### src/rtl/sr_telemetry_sequencer_if.sv
// Output stream interface for sr_telemetry_sequencer.
//   m_valid : beat valid (master -> slave)
//   m_ready : downstream ready (slave -> master)
//   m_data  : signed converted value
//   m_field : field index 0..14
//   m_last  : high on field 14
//   m_seq   : sample index of the burst being streamed
interface sr_telemetry_sequencer_if;
  logic               m_valid;
  logic               m_ready;
  logic signed [31:0] m_data;
  logic [3:0]         m_field;
  logic               m_last;
  logic [31:0]        m_seq;

  modport master (output m_valid, m_data, m_field, m_last, m_seq, input m_ready);
  modport slave  (input m_valid, m_data, m_field, m_last, m_seq, output m_ready);
endinterface

### src/rtl/sr_telemetry_sequencer.sv
// Periodic telemetry readout of the 5-harmonic SR bank.
// Divides the 4 kHz update strobe down to a sample tick, snapshots the 15
// state values, converts them through one shared signed multiplier and
// streams them as a 15-beat valid/ready burst.
// Ports:
//   clk, rst        : clock, asynchronous active-high reset
//   clk_en          : 4 kHz update strobe (one cycle)
//   enable          : sampling enable, clears the divisor counter when low
//   sample_div      : strobes per sample tick (0 behaves as 1)
//   *_packed        : 5 lanes of WIDTH bits, lane i = harmonic i
//   m               : output stream (master modport)
//   busy            : burst in progress
//   overrun_cnt     : saturating count of ticks dropped while busy
module sr_telemetry_sequencer #(
  parameter int WIDTH       = 18,
  parameter int FRAC        = 14,
  parameter int FREQ_MULT   = 4074767,
  parameter int FREQ_SHIFT  = 20,
  parameter int AMP_SCALE_0 = 16384,
  parameter int AMP_SCALE_1 = 13926,
  parameter int AMP_SCALE_2 = 5571,
  parameter int AMP_SCALE_3 = 2458,
  parameter int AMP_SCALE_4 = 983
) (
  input  logic                 clk,
  input  logic                 rst,
  input  logic                 clk_en,
  input  logic                 enable,
  input  logic [15:0]          sample_div,
  input  logic [5*WIDTH-1:0]   omega_dt_packed,
  input  logic [5*WIDTH-1:0]   amp_packed,
  input  logic [5*WIDTH-1:0]   q_scaled_packed,
  sr_telemetry_sequencer_if.master m,
  output logic                 busy,
  output logic [15:0]          overrun_cnt
);

  localparam int PW = WIDTH + 24;

  typedef enum logic [1:0] {IDLE, LOAD, MUL2, PRESENT} state_t;

  state_t state_q, state_d;

  logic [15:0]              div_q;
  logic [3:0]               field_q;
  logic signed [WIDTH-1:0]  p_q;
  logic signed [31:0]       data_q;
  logic [3:0]               mfield_q;
  logic                     last_q;
  logic [31:0]              seq_q;
  logic [15:0]              ovr_q;
  logic signed [WIDTH-1:0]  om_q  [5];
  logic signed [WIDTH-1:0]  amp_q [5];
  logic signed [WIDTH-1:0]  qv_q  [5];

  logic [15:0] div_max;
  logic        tick, start, accept;
  logic        is_amp, is_q;
  logic [2:0]  h;
  logic signed [WIDTH-1:0] mul_a;
  logic signed [23:0]      mul_b;
  logic signed [PW-1:0]    prod, prod_f, prod_q;

  assign div_max = (sample_div == 16'd0) ? 16'd0 : sample_div - 16'd1;
  assign tick    = enable && clk_en && (div_q == div_max);
  assign is_amp  = (field_q >= 4'd5) && (field_q <= 4'd9);
  assign is_q    = (field_q >= 4'd10);

  // harmonic lane addressed by the current field
  always_comb begin
    h = field_q[2:0];
    if (is_q)        h = 3'(field_q - 4'd10);
    else if (is_amp) h = 3'(field_q - 4'd5);
  end

  // Shared multiplier: second amplitude pass reuses it with p_q x 100.
  always_comb begin
    mul_a = om_q[h];
    mul_b = 24'(FREQ_MULT);
    if (state_q == MUL2) begin
      mul_a = p_q;
      mul_b = 24'sd100;
    end else if (is_amp) begin
      mul_a = amp_q[h];
      case (h)
        3'd0:    mul_b = 24'(AMP_SCALE_0);
        3'd1:    mul_b = 24'(AMP_SCALE_1);
        3'd2:    mul_b = 24'(AMP_SCALE_2);
        3'd3:    mul_b = 24'(AMP_SCALE_3);
        default: mul_b = 24'(AMP_SCALE_4);
      endcase
    end
  end

  assign prod   = mul_a * mul_b;
  assign prod_f = prod >>> FREQ_SHIFT;
  assign prod_q = prod >>> FRAC;

  // FSM: state register
  always_ff @(posedge clk or posedge rst) begin
    if (rst) state_q <= IDLE;
    else     state_q <= state_d;
  end

  // FSM: next state
  always_comb begin
    state_d = state_q;
    case (state_q)
      IDLE:    if (start) state_d = LOAD;
      LOAD:    state_d = is_amp ? MUL2 : PRESENT;
      MUL2:    state_d = PRESENT;
      PRESENT: if (accept) state_d = (field_q == 4'd14) ? IDLE : LOAD;
      default: state_d = IDLE;
    endcase
  end

  // FSM: outputs
  always_comb begin
    m.m_valid = (state_q == PRESENT);
    busy      = (state_q != IDLE);
    accept    = (state_q == PRESENT) && m.m_ready;
    start     = tick && (state_q == IDLE);
  end

  assign m.m_data     = data_q;
  assign m.m_field    = mfield_q;
  assign m.m_last     = last_q;
  assign m.m_seq      = seq_q;
  assign overrun_cnt  = ovr_q;

  always_ff @(posedge clk or posedge rst) begin
    if (rst) begin
      div_q    <= '0;
      field_q  <= '0;
      p_q      <= '0;
      data_q   <= '0;
      mfield_q <= '0;
      last_q   <= 1'b0;
      seq_q    <= '0;
      ovr_q    <= '0;
      for (int i = 0; i < 5; i++) begin
        om_q[i]  <= '0;
        amp_q[i] <= '0;
        qv_q[i]  <= '0;
      end
    end else begin
      // divisor keeps running during a burst; only enable clears it
      if (!enable)     div_q <= '0;
      else if (clk_en) div_q <= (div_q == div_max) ? 16'd0 : div_q + 16'd1;

      if (start) begin
        field_q <= '0;
        for (int i = 0; i < 5; i++) begin
          om_q[i]  <= omega_dt_packed[i*WIDTH +: WIDTH];
          amp_q[i] <= amp_packed[i*WIDTH +: WIDTH];
          qv_q[i]  <= q_scaled_packed[i*WIDTH +: WIDTH];
        end
      end

      if (tick && busy && (ovr_q != 16'hFFFF)) ovr_q <= ovr_q + 16'd1;

      if (state_q == LOAD) begin
        if (is_amp) begin
          p_q <= prod_q[WIDTH-1:0];
        end else begin
          data_q   <= is_q ? {{(32-WIDTH){qv_q[h][WIDTH-1]}}, qv_q[h]} : prod_f[31:0];
          mfield_q <= field_q;
          last_q   <= (field_q == 4'd14);
        end
      end

      if (state_q == MUL2) begin
        data_q   <= prod_q[31:0];
        mfield_q <= field_q;
        last_q   <= (field_q == 4'd14);
      end

      if (accept) begin
        if (field_q == 4'd14) seq_q   <= seq_q + 32'd1;
        else                  field_q <= field_q + 4'd1;
      end
    end
  end

endmodule

### src/flat_wrapper.sv
// flat-port wrapper written by rule: the top's interface ports become plain ports
module sr_telemetry_sequencer_flat 
#(
  parameter int WIDTH       = 18,
  parameter int FRAC        = 14,
  parameter int FREQ_MULT   = 4074767,
  parameter int FREQ_SHIFT  = 20,
  parameter int AMP_SCALE_0 = 16384,
  parameter int AMP_SCALE_1 = 13926,
  parameter int AMP_SCALE_2 = 5571,
  parameter int AMP_SCALE_3 = 2458,
  parameter int AMP_SCALE_4 = 983
)
  (clk, rst, clk_en, enable, sample_div, omega_dt_packed, amp_packed, q_scaled_packed, busy, overrun_cnt, m_m_valid, m_m_data, m_m_field, m_m_last, m_m_seq, m_m_ready);
  sr_telemetry_sequencer_if m_i ();
  input  logic clk;
  input  logic rst;
  input  logic clk_en;
  input  logic enable;
  input  logic [15:0] sample_div;
  input  logic [5*WIDTH-1:0] omega_dt_packed;
  input  logic [5*WIDTH-1:0] amp_packed;
  input  logic [5*WIDTH-1:0] q_scaled_packed;
  output logic busy;
  output logic [15:0] overrun_cnt;
  output wire logic [$bits(m_i.m_valid)-1:0] m_m_valid;
  output wire logic [$bits(m_i.m_data)-1:0] m_m_data;
  output wire logic [$bits(m_i.m_field)-1:0] m_m_field;
  output wire logic [$bits(m_i.m_last)-1:0] m_m_last;
  output wire logic [$bits(m_i.m_seq)-1:0] m_m_seq;
  input wire logic [$bits(m_i.m_ready)-1:0] m_m_ready;
  assign m_m_valid = m_i.m_valid;
  assign m_m_data = m_i.m_data;
  assign m_m_field = m_i.m_field;
  assign m_m_last = m_i.m_last;
  assign m_m_seq = m_i.m_seq;
  assign m_i.m_ready = m_m_ready;
  sr_telemetry_sequencer #(.WIDTH(WIDTH), .FRAC(FRAC), .FREQ_MULT(FREQ_MULT), .FREQ_SHIFT(FREQ_SHIFT), .AMP_SCALE_0(AMP_SCALE_0), .AMP_SCALE_1(AMP_SCALE_1), .AMP_SCALE_2(AMP_SCALE_2), .AMP_SCALE_3(AMP_SCALE_3), .AMP_SCALE_4(AMP_SCALE_4)) u_core (.clk(clk), .rst(rst), .clk_en(clk_en), .enable(enable), .sample_div(sample_div), .omega_dt_packed(omega_dt_packed), .amp_packed(amp_packed), .q_scaled_packed(q_scaled_packed), .m(m_i), .busy(busy), .overrun_cnt(overrun_cnt));
endmodule
### config.mk
export PLATFORM = sky130hd
export DESIGN_NAME = sr_telemetry_sequencer_flat
export DESIGN_NICKNAME = d
export VERILOG_FILES = /design/src/rtl/sr_telemetry_sequencer_if.sv /design/src/rtl/sr_telemetry_sequencer.sv /design/src/flat_wrapper.sv
export SDC_FILE = /design/constraint.sdc
export NUM_CORES = 2
export LEC_CHECK = 0
export ABC_CLOCK_PERIOD_IN_PS = 11300
export BUFFER_PORTS_ARGS = -buffer_cell sky130_fd_sc_hd__buf_2
export CAP_MARGIN = 20
export CORE_UTILIZATION = 40
export CTS_BUF_LIST = sky130_fd_sc_hd__clkbuf_8
export DETAILED_ROUTE_END_ITERATION = 12
export SYNTH_ARGS = -nofsm -noshare
export SYNTH_HDL_FRONTEND = slang
export SYNTH_SLANG_ARGS = --single-unit
### constraint.sdc
create_clock -name clk -period 11.3 [get_ports clk]
set_input_delay 0.565 -clock clk [delete_from_list [all_inputs] [get_ports clk]]
set_output_delay 0.565 -clock clk [all_outputs]
set_load 0.02 [all_outputs]
# Word level (Yosys, flattened, before mapping)
# Cells that the tools add are included.
# word_totals
ff_bits	395
in_bits	291
out_inout_bits	87
wordCells	104
# op_classes
add_sub_neg	7
multipliers	1
n_lt_le_gt_ge	4
n_eq_ne	13
n_mux	38
bitwise_logic	1
n_reduce_logical	16
# op_table
cell	count
binary-select mux 18 bit (select 3 bit)	3
2-to-1 mux 18 bit	8
2-to-1 mux 32 bit	4
2-to-1 mux 16 bit	4
one-hot mux 15 bit (4 select lines)	1
2-to-1 mux 24 bit	2
multiplier 18 x 24 -> 42 bit	1
adder 16 x 1 -> 16 bit, second input constant	2
adder 32 x 1 -> 32 bit, second input constant	1
2-to-1 mux 4 bit	6
== test 16 bit	1
logical NOT 16 bit	1
inequality test 16 bit, second input constant	1
subtractor 16 x 1 -> 16 bit, second input constant	1
greater-or-equal comparator 4 bit, second input constant	2
one-hot mux 2 bit (4 select lines)	1
AND reduction 2 bit	4
logical AND 1 bit	7
== test 3 x 2 -> 1 bit, second input constant	2
2-to-1 mux 3 bit	2
2-to-1 mux 1 bit	5
adder 4 x 1 -> 4 bit, second input constant	1
== test 2 bit, second input constant	2
== test 4 bit, second input constant	1
other kinds (13)	17

# Longest topological paths before layout
# logic_depth
depth_word	15
depth_mapped	40
depth_no_buf	37

# Least setup slack after synthesis
# Ideal clock, no wire load.
# synth_path
kind	register to register
start	reg u_core.field_q[0]
end	reg u_core.data_q[26] (netlist: u_core.m.m_data[26])
setup_time_ns	0.087
arrival_time_ns	9.607
t_required_ns	11.213
setup_slack_ns	1.606
path_stages_with_launch	38
path_buffers	4
period_less_slack_ns	9.694
cell_sequence	dfrtp_1 > clkbuf_1 > inv_1 > ha_1 > o21ai_0 > a2bb2oi_1 > o211ai_1 > nand2_1 > clkbuf_1 > buf_1 > nand2_1 > a311oi_1 > o21ai_0 > o31a_1 > o21ai_0 > clkbuf_1 > nand2_1 > fa_1 > [... 2 more ...] > fa_1 > fa_1 > fa_1 > inv_1 > fa_1 > inv_1 > ha_1 > a21o_1 > a221o_1 > a2111oi_0 > nor2_1 > a41oi_1 > o21ai_0 > o31a_1 > a2111o_1 > o211ai_1 > o21ai_0 > o211ai_1
# synth_via
elab_chain_cells	15
word_cells_on_any_way	34
classes_between	add/sub: 2; mul: 1; order compare: 3; eq/ne: 4; mux: 20; bitwise: 1; reduce/logical: 3
# synth_lines
element	line	text
from (decl)	sr_telemetry_sequencer.sv:45	logic [3:0] field_q;
from (signal assigned)	sr_telemetry_sequencer.sv:180	else field_q <= field_q + 4'd1;
greater-or-equal comparator 4 x 3 -> 1 bit / less-or-equal comparator 4 bit (equally long branches)	sr_telemetry_sequencer.sv:66	assign is_amp = (field_q >= 4'd5) && (field_q <= 4'd9);
logical AND 1 bit	sr_telemetry_sequencer.sv:66	
2-to-1 mux 3 bit	sr_telemetry_sequencer.sv:73	else if (is_amp) h = 3'(field_q - 4'd5);
2-to-1 mux 3 bit	sr_telemetry_sequencer.sv:72	if (is_q) h = 3'(field_q - 4'd10);
inverter 3 -> 4 bit (implied by the code)	sr_telemetry_sequencer.sv:78, sr_telemetry_sequencer.sv:84, sr_telemetry_sequencer.sv:166	
binary-select mux 18 bit (select 3 bit), on equally long branches	sr_telemetry_sequencer.sv:78, sr_telemetry_sequencer.sv:84	
2-to-1 mux 18 bit, on equally long branches (2 in a row)	sr_telemetry_sequencer.sv:78, sr_telemetry_sequencer.sv:84	
2-to-1 mux 18 bit	sr_telemetry_sequencer.sv:83	end else if (is_amp) begin
2-to-1 mux 18 bit	sr_telemetry_sequencer.sv:80	if (state_q == MUL2) begin
multiplier 18 x 24 -> 42 bit	sr_telemetry_sequencer.sv:95	assign prod = mul_a * mul_b;
2-to-1 mux 32 bit	sr_telemetry_sequencer.sv:166	data_q <= is_q ? {{(32-WIDTH){qv_q[h][WIDTH-1]}}, qv_q[h]} : prod_f[31:0];
2-to-1 mux 32 bit	sr_telemetry_sequencer.sv:163	if (is_amp) begin
2-to-1 mux 32 bit	sr_telemetry_sequencer.sv:162	if (state_q == LOAD) begin
2-to-1 mux 32 bit	sr_telemetry_sequencer.sv:172	if (state_q == MUL2) begin
to (signal assigned)	sr_telemetry_sequencer.sv:166	
to (signal assigned)	sr_telemetry_sequencer.sv:173	data_q <= prod_q[31:0];
to (decl)	sr_telemetry_sequencer.sv:47	logic signed [31:0] data_q;
# Several ways; a longest one is shown, not always the timed one. The select of a mux whose other input is x is not followed.
# A chain may end at the register's enable or synchronous reset.

# Final worst setup path
# layout_path
start	reg u_core.field_q[1]
end	reg u_core.data_q[26] (netlist: u_core.m.m_data[26])
# The elaborated chain is that of the path after synthesis.

==> flow_summary.json <==
{
  "worstMarginPinSlew_ns": 1.12,
  "setup_violations": 0,
  "path_max_fanout": 69,
  "cp_top_family": "compound AO/OA/AOI/OAI gates",
  "grt_overflow": 0,
  "cp-end-kind": "register",
  "arrival_ns": 11.22,
  "worstSetupPathType": "register to register",
  "core_um2": 76200,
  "gp_congestion": 0.959,
  "synthTopCellsByArea": "dfrtp_1 32%, fa_1 18%, mux2_2 10%, ha_1 6.7%, nand2_1 5.0%",
  "synth_most_common_cell": "nand2_1",
  "layout.nets": 4243,
  "drv_cap": 0,
  "grt_antenna_before_repair": 18,
  "fin_hold_ws_ns": 0.0660,
  "slew_headroom_pct": 24.6,
  "clock_latency_ns": 0.67,
  "clockBufferDepth": 3,
  "dr.pass1.iters": 6,
  "crit_slowest_cell": "fa_1",
  "synthToLayoutAreaGrowth_pct": 15.4,
  "wirelength_um": 98900,
  "post-route-min-period_ns": 10.64,
  "reg2reg_to": "u_core.m.m_data[26]",
  "yosys_warnings": 0,
  "clk_pin_slew_ns": 0.06,
  "rr_worst_depth": 35,
  "synth_enable_flop_cells": 0,
  "viasPerCell": 5.38,
  "critPathMostFrequentCell": "fa_1",
  "status": "complete, no violations",
  "hold_viol": 0,
  "grt_use_total_pct": 25.7,
  "cts_hold_buffers": 0,
  "detail_route.wl_per_cell_um": 21.5,
  "synth.top_cells.by_count": "411 x nand2_1, 394 x inv_1, 391 x dfrtp_1",
  "fp.dieH_um": 280,
  "worst_ep_required_time_ns": 11.88,
  "reg2reg_from": "u_core.field_q[1]",
  "ios": 378,
  "cts.sinks": 391,
  "ys_seq_elements": 391,
  "cts_root_buf": "clkbuf_8",
  "fp.dieArea_um2": 78300,
  "yosysSeqAreaShare_pct": 31.7,
  "fin_crit_sh_pct": 94.2,
  "synth_flop_cell": "dfrtp_1",
  "initial_utilization_pct": 40.5,
  "drive_above_1_share_pct": 24.6,
  "first_global_vias": 25500,
  "hp-class": "input port to async pin",
  "syn_area_um2": 30900,
  "start_kind": "register",
  "async_flop_share_pct": 100,
  "drc_errors": 0,
  "cts_tree": "built",
  "slew_viol_final": 0,
  "syn-num-nets": 3864,
  "h-tree-depth": 3,
  "synthCells": 3134,
  "fin_setup_tns_ns": 0,
  "reg2reg_setup_slack_ns": 0.66,
  "rsz0062_at_grt": "no",
  "grt_max_degree": 165,
  "fin_skew_ns": 0.0350,
  "synth_top_area_share_pct": 31.7,
  "syn_area_per_cell_um2": 9.86,
  "cts_made_buffers": 71,
  "crit_buf_inv": 5,
  "rows": 101,
  "drtIter0Drc": 1838,
  "route.vias.total": 24800,
  "ys_types": 81,
  "fmax_mhz": 94.0,
  "synth_top_cell_by_area": "dfrtp_1",
  "place_hpwl_um": 77100,
  "postRouteAntennaNets": 0,
  "port_buffers": 377,
  "slowest_delay_ns": 0.62,
  "grt_pass1_wl_um": 153000,
  "die_w_um": 280
}
[registers in the layout (all words and copies together), names as in the netlist, 2 cells and up]
signal	cells
u_core.m.m_field	4
u_core.overrun_cnt	16
u_core.field_q	4
u_core.div_q	16
u_core.om_q	90
u_core.p_q	18
u_core.amp_q	90
u_core.m.m_seq	32
u_core.state_q	2
u_core.qv_q	90
u_core.m.m_data	28
[stage by stage]
stage / setup slack (ns) / cell area [um^2] / std cells / utilization [%]
after floorplan: 1.61 / 30900 / 3134 / -
after global placement: 0.729 / 34100 / 4468 / 44.8
after detailed placement: 0.568 / 34100 / 4468 / 44.8
after CTS: 0.492 / 35600 / 4591 / 46.7
after global routing: 0.108 / 35600 / 4600 / 46.8
final: 0.659 / 35600 / 4603 / 46.8
[timing repair]
action | 4_1_cts | 5_1_grt
setup buffers | 0 | 0
resized for setup | 0 | 2
setup endpoints to repair | 0 | 9
endpoints found under the hold margin | 0 | 0
[layout by cell type, fill, tap and decap left out, types with 62 or more instances in the layout]
cell / n
buf_4: 76
clkbuf_8: 90
mux2_2: 274
buf_2: 377
nand3_1: 62
nand2_1: 410
nor2_1: 211
fa_1: 274
ha_1: 164
inv_1: 413
o21ai_0: 115
a21oi_1: 101
dfrtp_1: 391
[worst min-delay path: cells and delay by family]
family	cells	cell delay, ns
buffers and inverters	3	0.63
[cell type report]
cell class	instances	area [um^2]
Sequential cell	391	9780
Antenna cell	10	25.0
Fill cell	7300	40600
Timing Repair Buffer	457	2540
Multi-Input combinational cell	2198	19100
Clock buffer	90	1240
Tap cell	1030	1290
Inverter	394	1480
Clock inverter	33	233
[kinds of logic after synthesis]
family                   Yosys count  synth area share, %
AND/OR/NAND/NOR                  917                 13.5
XOR/XNOR                          94                 2.80
buffers and inverters            545                 6.88
multiplexers                     310                 11.5
adder cells (fa/ha/maj)          439                 24.4
flip-flops                       391                 31.7
AO/OA/AOI/OAI                    438                 9.23
[metal layers]
layer | global-route usage (%) | wire length (um)
met5 | 0 | 120
met4 | 10.0 | 3690
met1 | 34.4 | 41800
met2 | 40.9 | 46000
met3 | 5.05 | 7310
[how the worst max path moves through the flow]
stage | startpoint | endpoint | slack (ns) | depth (start not counted)
floorplan | u_core.field_q[0] | u_core.m.m_data[26] | 1.61 | 37
global placement | u_core.field_q[1] | u_core.m.m_data[26] | 0.73 | 37
detailed placement | u_core.field_q[1] | u_core.m.m_data[26] | 0.57 | 36
CTS | u_core.field_q[1] | u_core.m.m_data[26] | 0.49 | 36
global route | u_core.field_q[1] | u_core.m.m_data[24] | 0.11 | 35
finish | u_core.field_q[1] | u_core.m.m_data[26] | 0.66 | 35
Power is left out: the tool's default activity adds up to more than one toggle a clock period on the data nets, which glitch-free logic cannot reach.
